**config.mk**
```make
export PLATFORM = sky130hd
export DESIGN_NAME = frame_capture_sched
export DESIGN_NICKNAME = d
export VERILOG_FILES = /design/src/rtl/frame_capture_sched.sv
export SDC_FILE = /design/constraint.sdc
export NUM_CORES = 1
export LEC_CHECK = 0
export BUFFER_PORTS_ARGS = -buffer_cell sky130_fd_sc_hd__buf_2
export CAP_MARGIN = 20
export CORE_MARGIN = 8
export CORE_UTILIZATION = 35
export CTS_BUF_LIST = sky130_fd_sc_hd__clkbuf_4 sky130_fd_sc_hd__clkbuf_8
export DETAILED_ROUTE_END_ITERATION = 12
export PLACE_DENSITY = 0.54
export SYNTH_ARGS = -nofsm -noshare
export SYNTH_HDL_FRONTEND = slang
export SYNTH_SLANG_ARGS = --single-unit
export TNS_END_PERCENT = 50
```
**constraint.sdc**
```tcl
create_clock -name iCLK -period 1.7 [get_ports iCLK]
set_clock_uncertainty 0.05 [all_clocks]
set_input_delay 0.085 -clock iCLK [delete_from_list [all_inputs] [get_ports iCLK]]
set_output_delay 0.085 -clock iCLK [all_outputs]
set_load 0.05 [all_outputs]
```
**src/rtl/frame_capture_sched.sv**
```systemverilog
// -----------------------------------------------------------------------------
// frame_capture_sched
//
// Frame-capture sequencer for the camera path. It watches iFVAL for frame
// boundaries and opens an output window (oFrame_En) over whole selected frames
// only. Frames are selected with a programmable decimation (iSkip frames
// skipped between captures), in single-shot or continuous sessions, and only
// when downstream reports iProc_Rdy. A frame that is due while downstream is
// busy is dropped and counted.
//
// Optional feature (compile-time macro FRAME_SCHED_TIMEOUT_EN):
//   When defined, ARM aborts to IDLE after TIMEOUT_CYC cycles without a
//   start-of-frame and raises the sticky oTimeout flag. When undefined, no
//   counter is built, oTimeout is tied low and ARM waits indefinitely.
//
// Ports:
//   iCLK        system clock, rising edge
//   iRST_N      asynchronous active-low reset
//   iFVAL       camera frame-valid (synchronous to iCLK)
//   iStart      1-cycle pulse, start a capture session (accepted in IDLE only)
//   iStop       1-cycle pulse, end the session (never truncates a frame)
//   iCont       1 = continuous session, 0 = single frame; sampled with iStart
//   iSkip       frames skipped before each capture; sampled with iStart
//   iProc_Rdy   downstream can accept a new frame
//   oFrame_En   high for the duration of the selected frame
//   oSOF/oEOF   1-cycle pulses at start/end of the selected frame
//   oBusy       high in any state except IDLE
//   oFrame_Cnt  captured frames (wraps)
//   oDrop_Cnt   frames dropped for iProc_Rdy=0 (saturates)
//   oState      IDLE=0, ARM=1, CAPTURE=2, WAIT_DONE=3
//   oTimeout    sticky start-of-frame timeout flag
// -----------------------------------------------------------------------------
module frame_capture_sched #(
  parameter int              SKIP_W      = 3,
  parameter int              FCNT_W      = 16,
  parameter int              TO_W        = 24,
  parameter logic [TO_W-1:0] TIMEOUT_CYC = 24'd5000000
) (
  input  logic              iCLK,
  input  logic              iRST_N,
  input  logic              iFVAL,
  input  logic              iStart,
  input  logic              iStop,
  input  logic              iCont,
  input  logic [SKIP_W-1:0] iSkip,
  input  logic              iProc_Rdy,
  output logic              oFrame_En,
  output logic              oSOF,
  output logic              oEOF,
  output logic              oBusy,
  output logic [FCNT_W-1:0] oFrame_Cnt,
  output logic [FCNT_W-1:0] oDrop_Cnt,
  output logic [1:0]        oState,
  output logic              oTimeout
);

  typedef enum logic [1:0] {
    IDLE      = 2'd0,
    ARM       = 2'd1,
    CAPTURE   = 2'd2,
    WAIT_DONE = 2'd3
  } state_t;

  state_t state, state_nxt;

  // Frame-boundary detection
  logic fval_q;
  logic rise, fall;

  // Session configuration and decimation
  logic              cont_lat;
  logic [SKIP_W-1:0] skip_lat;
  logic [SKIP_W-1:0] skip_cnt;
  logic              stop_pend;

  // One-cycle action strobes decoded by the FSM
  logic do_start;
  logic do_skip;
  logic do_capture;
  logic do_drop;
  logic do_done;
  logic do_timeout;
  logic to_hit;

  assign rise = iFVAL & ~fval_q;
  assign fall = ~iFVAL & fval_q;

  // ---------------------------------------------------------------------------
  // State register
  // ---------------------------------------------------------------------------
  // NOTE: sequential state uses non-blocking (<=) so every flop samples the
  // pre-edge values of its peers; blocking here would create ordering races.
  always_ff @(posedge iCLK or negedge iRST_N) begin
    if (!iRST_N) begin
      state <= IDLE;
    end else begin
      state <= state_nxt;
    end
  end

  // ---------------------------------------------------------------------------
  // Next-state and action decode
  // ---------------------------------------------------------------------------
  // NOTE: every signal written here gets a default first; a path that leaves
  // one unassigned would infer a latch.
  always_comb begin
    state_nxt  = state;
    do_start   = 1'b0;
    do_skip    = 1'b0;
    do_capture = 1'b0;
    do_drop    = 1'b0;
    do_done    = 1'b0;
    do_timeout = 1'b0;

    case (state)
      IDLE: begin
        // Stop wins over a simultaneous start.
        if (iStart && !iStop) begin
          do_start  = 1'b1;
          state_nxt = ARM;
        end
      end

      ARM: begin
        // Only a rising edge seen while armed can select a frame, so a frame
        // already in progress on entry is never captured.
        if (iStop) begin
          state_nxt = IDLE;
        end else if (rise) begin
          if (skip_cnt < skip_lat) begin
            do_skip = 1'b1;
          end else if (iProc_Rdy) begin
            do_capture = 1'b1;
            state_nxt  = CAPTURE;
          end else begin
            // Due frame but downstream busy: count it and keep skip_cnt so
            // the very next frame is eligible.
            do_drop = 1'b1;
          end
        end else if (to_hit) begin
          do_timeout = 1'b1;
          state_nxt  = IDLE;
        end
      end

      CAPTURE: begin
        // iStop is only recorded here; the frame always runs to its end.
        if (fall) begin
          do_done   = 1'b1;
          state_nxt = WAIT_DONE;
        end
      end

      WAIT_DONE: begin
        if (iStop) begin
          state_nxt = IDLE;
        end else if (iProc_Rdy) begin
          state_nxt = (cont_lat && !stop_pend) ? ARM : IDLE;
        end
      end

      default: state_nxt = IDLE;
    endcase
  end

  // ---------------------------------------------------------------------------
  // Session configuration, decimation counter, pending stop
  // ---------------------------------------------------------------------------
  always_ff @(posedge iCLK or negedge iRST_N) begin
    if (!iRST_N) begin
      fval_q    <= 1'b0;
      cont_lat  <= 1'b0;
      skip_lat  <= '0;
      skip_cnt  <= '0;
      stop_pend <= 1'b0;
    end else begin
      fval_q <= iFVAL;

      if (do_start) begin
        cont_lat <= iCont;
        skip_lat <= iSkip;
      end

      if (do_start || do_capture) begin
        skip_cnt <= '0;
      end else if (do_skip) begin
        skip_cnt <= skip_cnt + 1'b1;
      end

      if (state_nxt == IDLE) begin
        stop_pend <= 1'b0;
      end else if (state == CAPTURE && iStop) begin
        stop_pend <= 1'b1;
      end
    end
  end

  // ---------------------------------------------------------------------------
  // Registered outputs
  // ---------------------------------------------------------------------------
  // The window is derived from the next state, so it opens on the edge that
  // samples the rising iFVAL and closes on the edge that samples it low.
  always_ff @(posedge iCLK or negedge iRST_N) begin
    if (!iRST_N) begin
      oFrame_En  <= 1'b0;
      oSOF       <= 1'b0;
      oEOF       <= 1'b0;
      oBusy      <= 1'b0;
      oFrame_Cnt <= '0;
      oDrop_Cnt  <= '0;
    end else begin
      oFrame_En <= (state_nxt == CAPTURE);
      oSOF      <= do_capture;
      oEOF      <= do_done;
      oBusy     <= (state_nxt != IDLE);

      if (do_done) begin
        oFrame_Cnt <= oFrame_Cnt + 1'b1;
      end

      if (do_drop && (oDrop_Cnt != '1)) begin
        oDrop_Cnt <= oDrop_Cnt + 1'b1;
      end
    end
  end

  assign oState = state;

  // ---------------------------------------------------------------------------
  // Optional start-of-frame timeout
  // ---------------------------------------------------------------------------
`ifdef FRAME_SCHED_TIMEOUT_EN
  localparam logic [TO_W-1:0] TO_LAST = TIMEOUT_CYC - 1'b1;

  logic [TO_W-1:0] to_cnt;
  logic            timeout_q;

  // The counter value equals the number of cycles spent in ARM since entry
  // (or since the last rise), so hitting TO_LAST ends ARM after exactly
  // TIMEOUT_CYC cycles.
  assign to_hit = (state == ARM) && (to_cnt == TO_LAST);

  always_ff @(posedge iCLK or negedge iRST_N) begin
    if (!iRST_N) begin
      to_cnt    <= '0;
      timeout_q <= 1'b0;
    end else begin
      if ((state_nxt == ARM && state != ARM) || rise) begin
        to_cnt <= '0;
      end else if (state == ARM) begin
        to_cnt <= to_cnt + 1'b1;
      end

      if (do_start) begin
        timeout_q <= 1'b0;
      end else if (do_timeout) begin
        timeout_q <= 1'b1;
      end
    end
  end

  assign oTimeout = timeout_q;
`else
  logic unused_timeout_cfg;

  assign to_hit             = 1'b0;
  assign oTimeout           = 1'b0;
  assign unused_timeout_cfg = ^TIMEOUT_CYC;
`endif

endmodule

```
==> summary.md <==
| Metric | Value |
|---|---|
| Outcome | `finished, violations left` |
| Failing checks | `negative setup slack` |
| Reg-to-reg critical path endpoint | `oDrop_Cnt[1]$_DFFE_PN0P_` |
| Layout cells sized above 1 | `0.461` |
| RSZ-0062 raised after global routing | `yes` |
| Initial Util | `0.355` |
| Sw power | `0.000927 W` |
| Min-delay src | `iStop` |
| Clk slew on worst S/H paths | `0.08 ns` |
| Wire length of the first global-routing pass | `8.68 mm` |
| HPWL after DPL | `3.82 mm` |
| Synth top cells by count | `dfrtp_1, nand2_1, xnor2_1` |
| Drt wl/cell | `13.6 um` |
| Max-slew headroom | `0.662` |
| CP Capture Type | `flip-flop` |
| Area leader, netlist | `dfrtp_1` |
| Number of flops mapped to enable cells by yosys | `0` |
| CP Class | `reg2reg` |
| Die H | `95.6 um` |
| Vias in the first global route | `1853` |
| Mean number of vias per cell | `4.81` |
| Skew-Pair Late Insertion Delay | `0.30 ns` |
| PD cells | `924 nW/um2` |
| Worst VDD drop | `0.000492 V` |
| Post-DP Area | `2820 um2` |
| Data arrival time of the worst path | `1.96 ns` |
| Netlist cell types | `41` |
| TritonCTS sink count | `47` |
| Layout filler cell count | `590` |
| Rows | `29` |
| Clk network pwr share | `0.237` |
| Area delta synth->final | `38.0%` |
| Fraction of registers with async set/reset | `1.00` |
| Fmax achieved | `0.547 GHz` |
| Antenna violations before repair | `0` |
| Max H-tree Level | `2` |
| Worst path bufs/invs | `1` |
| Internal power | `0.00190 W` |
| Count leader, synth | `dfrtp_1` |
| CP startpoint | `skip_cnt[2]$_DFFE_PN0P_` |
| Largest net degree at the start of global routing | `28` |
| Die area | `9140 um2` |
| Cell area after synthesis | `2220 um2` |
| Sequential power share | `0.457` |
| CTS tree | `yes` |
| Total GRT Usage | `0.120` |
| Port Buf Inserts | `47` |
| R2R Setup Slk | `-0.13 ns` |
| Fin worst setup slack | `-0.129 ns` |
| Warnings from Yosys | `0` |
| Crit path max-delay cell type | `dfrtp_1` |
| Post-synth top flop | `dfrtp_1` |
| DRC violations left | `0` |
| Switching Fraction | `0.328` |
| Core ar. | `6240 um2` |
| Req. time, crit path | `1.83 ns` |
| Syn nets | `217` |
| TritonRoute pass-1 iters | `4` |
| WHS Endpoint | `oBusy$_DFF_PN0_` |
| Top post-synthesis cells by area | `dfrtp_1, xnor2_1, nand2_1, mux2_2, nand3_1` |
| Fin cells | `370` |
| Post-route minimum period | `1.83 ns` |
| DR vias | `1781` |
| Dominant delay contributor by cell family on the critical path | `flip-flops` |
| Post-route cell area | `3060 um2` |
| Starting DRC count in detailed routing | `46` |
| Cts bufs inserted | `5` |
| Max-slew violation count | `0` |
| CTS max path bufs | `2` |
| Hold crit path type | `in2reg` |
| Io pins | `49` |
| CP max stage delay | `0.42 ns` |
| # setup viols final | `12` |
| Reg-to-reg startpoint | `skip_cnt[2]$_DFFE_PN0P_` |
| Worst slew pin tran | `0.507 ns` |
| Critical Path, Cell by Cell | `ha_4 -> nand2_4 -> o21a_1 -> a211oi_2 -> buf_6 -> mux2_2` |
| Leakage power | `1.53 nW` |
| GP Congestion | `0.786` |
| Post-synth top area share | `0.530` |
| Synth Area per Inst | `11.0 um2` |
| Clk root buf | `clkbuf_8` |
| Diode count | `0` |
| Final period util | `1.08` |
| Combinational share of power | `0.306` |
| R2R depth | `6` |
| Worst-path maximum fanout | `11` |
| Cells after synthesis | `202` |
| Final hold viol count | `0` |
| Max-Cap Viols | `0` |
| Total congestion overflow | `0` |
| NumNets Final | `307` |
| Worst hold path depth | `2` |
| Die width | `95.6 um` |
| Final wirelength | `5.04 mm` |
| CP startpoint kind | `flip-flop` |
| Routed Antenna Nets | `0` |
| Yosys reg bits | `47` |
| Seq/Total Area, Yosys | `0.530` |
| DP Cell Count | `356` |
==> worst max path at each step <==
| stage | end | slack (ns) | cells after the start |
|---|---|---|---|
| 6_report | oDrop_Cnt[1]$_DFFE_PN0P_ | -0.13 | 6 |
| 5_1_grt | oDrop_Cnt[1]$_DFFE_PN0P_ | -0.21 | 6 |
| 4_1_cts | oDrop_Cnt[1]$_DFFE_PN0P_ | -0.12 | 6 |
| 3_5_place_dp | oDrop_Cnt[15]$_DFFE_PN0P_ | -0.13 | 6 |
| 3_3_place_gp | oDrop_Cnt[1]$_DFFE_PN0P_ | -0.08 | 6 |
| 2_1_floorplan | oDrop_Cnt[15]$_DFFE_PN0P_ | -0.17 | 5 |
==> state kept, by name (all words and copies together), names as in the netlist <==
register and flops:
oFrame_Cnt 16, oFrame_En 1, skip_cnt 3, oSOF 1, oEOF 1, oState 2, oDrop_Cnt 16, stop_pend 1
oBusy 1, cont_lat 1, skip_lat 3, fval_q 1
==> metal layers <==
metal / vias to the layer above / part of all wire / track usage
met5: - / 0 / 0
met4: 0 / 0.018 / 0.0474
met3: 8 / 0.057 / 0.0370
met2: 34 / 0.47 / 0.189
met1: 856 / 0.45 / 0.150
li1: 883 / - / -
==> timing repair <==
item | CTS | global route
hold buffers | 6 | 0
endpoints found under the setup margin | 16 | 24
pin swaps | 5 | 6
hold endpoints to repair | 25 | 0
resized for setup | 7 | 17
buffers inserted | 1 | 0
==> through the flow <==
step                      hold slack [ns]  setup WS (ns)  utilization  setup TNS (ns)  total power [W]
after floorplan                    -0.261         -0.173            -           -1.71          0.00174
after global placement             0.0342        -0.0850        0.451          -0.344          0.00203
after detailed placement           0.0408         -0.130        0.451          -0.830          0.00204
after CTS                          0.0468         -0.117        0.482          -0.491          0.00282
after global routing               0.0952         -0.211        0.491           -2.15          0.00303
final                              0.0754         -0.129        0.491          -0.652          0.00283
==> logic make-up (layout without fill, tap and decap cells) <==
| logic type | after synthesis | after routing | synth area share |
|---|---|---|---|
| AO/OA/AOI/OAI | 25 | 25 | 0.0705 |
| multiplexers | 7 | 7 | 0.0355 |
| adder cells (fa/ha/maj) | 5 | 5 | 0.0282 |
| flip-flops | 47 | 47 | 0.530 |
| XOR/XNOR | 25 | 25 | 0.0987 |
| other | 1 | 1 | 0.00169 |
| buffers and inverters | 8 | 99 | 0.0203 |
| AND/OR/NAND/NOR | 84 | 84 | 0.215 |
==> cell type report <==
cell class / count / area, um2 / area share
clock buffers: 7 / 83.8 / 0.0274
inverters: 4 / 15.0 / 0.00490
multi-input cells: 147 / 1100 / 0.360
well taps: 77 / 96.3 / 0.0315
clock inverters: 1 / 5.00 / 0.00163
flip-flops and latches: 47 / 1190 / 0.389
repair buffers: 87 / 567 / 0.185
==> power groups by stage <==
stage	Sequential, W	Clock (W)	Combinational [W]
after floorplan	0.00147	0	0.000270
after global placement	0.00130	0	0.000722
after detailed placement	0.00131	0	0.000729
after CTS	0.00129	0.000717	0.000814
after global routing	0.00131	0.000761	0.000956
final	0.00129	0.000670	0.000866
==> layout by cell type, fill, tap and decap left out, drive strengths merged, types with 2 or more instances in the layout <==
master | Yosys | routed
nand2 | 24 | 24
dfrtp | 47 | 47
nand2b | 2 | 2
nand3 | 14 | 14
and4 | 3 | 3
xnor2 | 20 | 20
nor3 | 4 | 4
o21bai | 2 | 2
buf | 3 | 81
xor2 | 5 | 5
ha | 5 | 5
nor3b | 3 | 3
and3 | 3 | 3
a31oi | 2 | 2
nor2b | 4 | 4
dlygate4sd3 | 0 | 6
inv | 4 | 4
clkbuf | 1 | 7
a21oi | 3 | 3
nor2 | 13 | 13
nand4 | 9 | 9
mux2 | 7 | 7
o21ai | 12 | 12
Power figures use the tool's default switching activity.
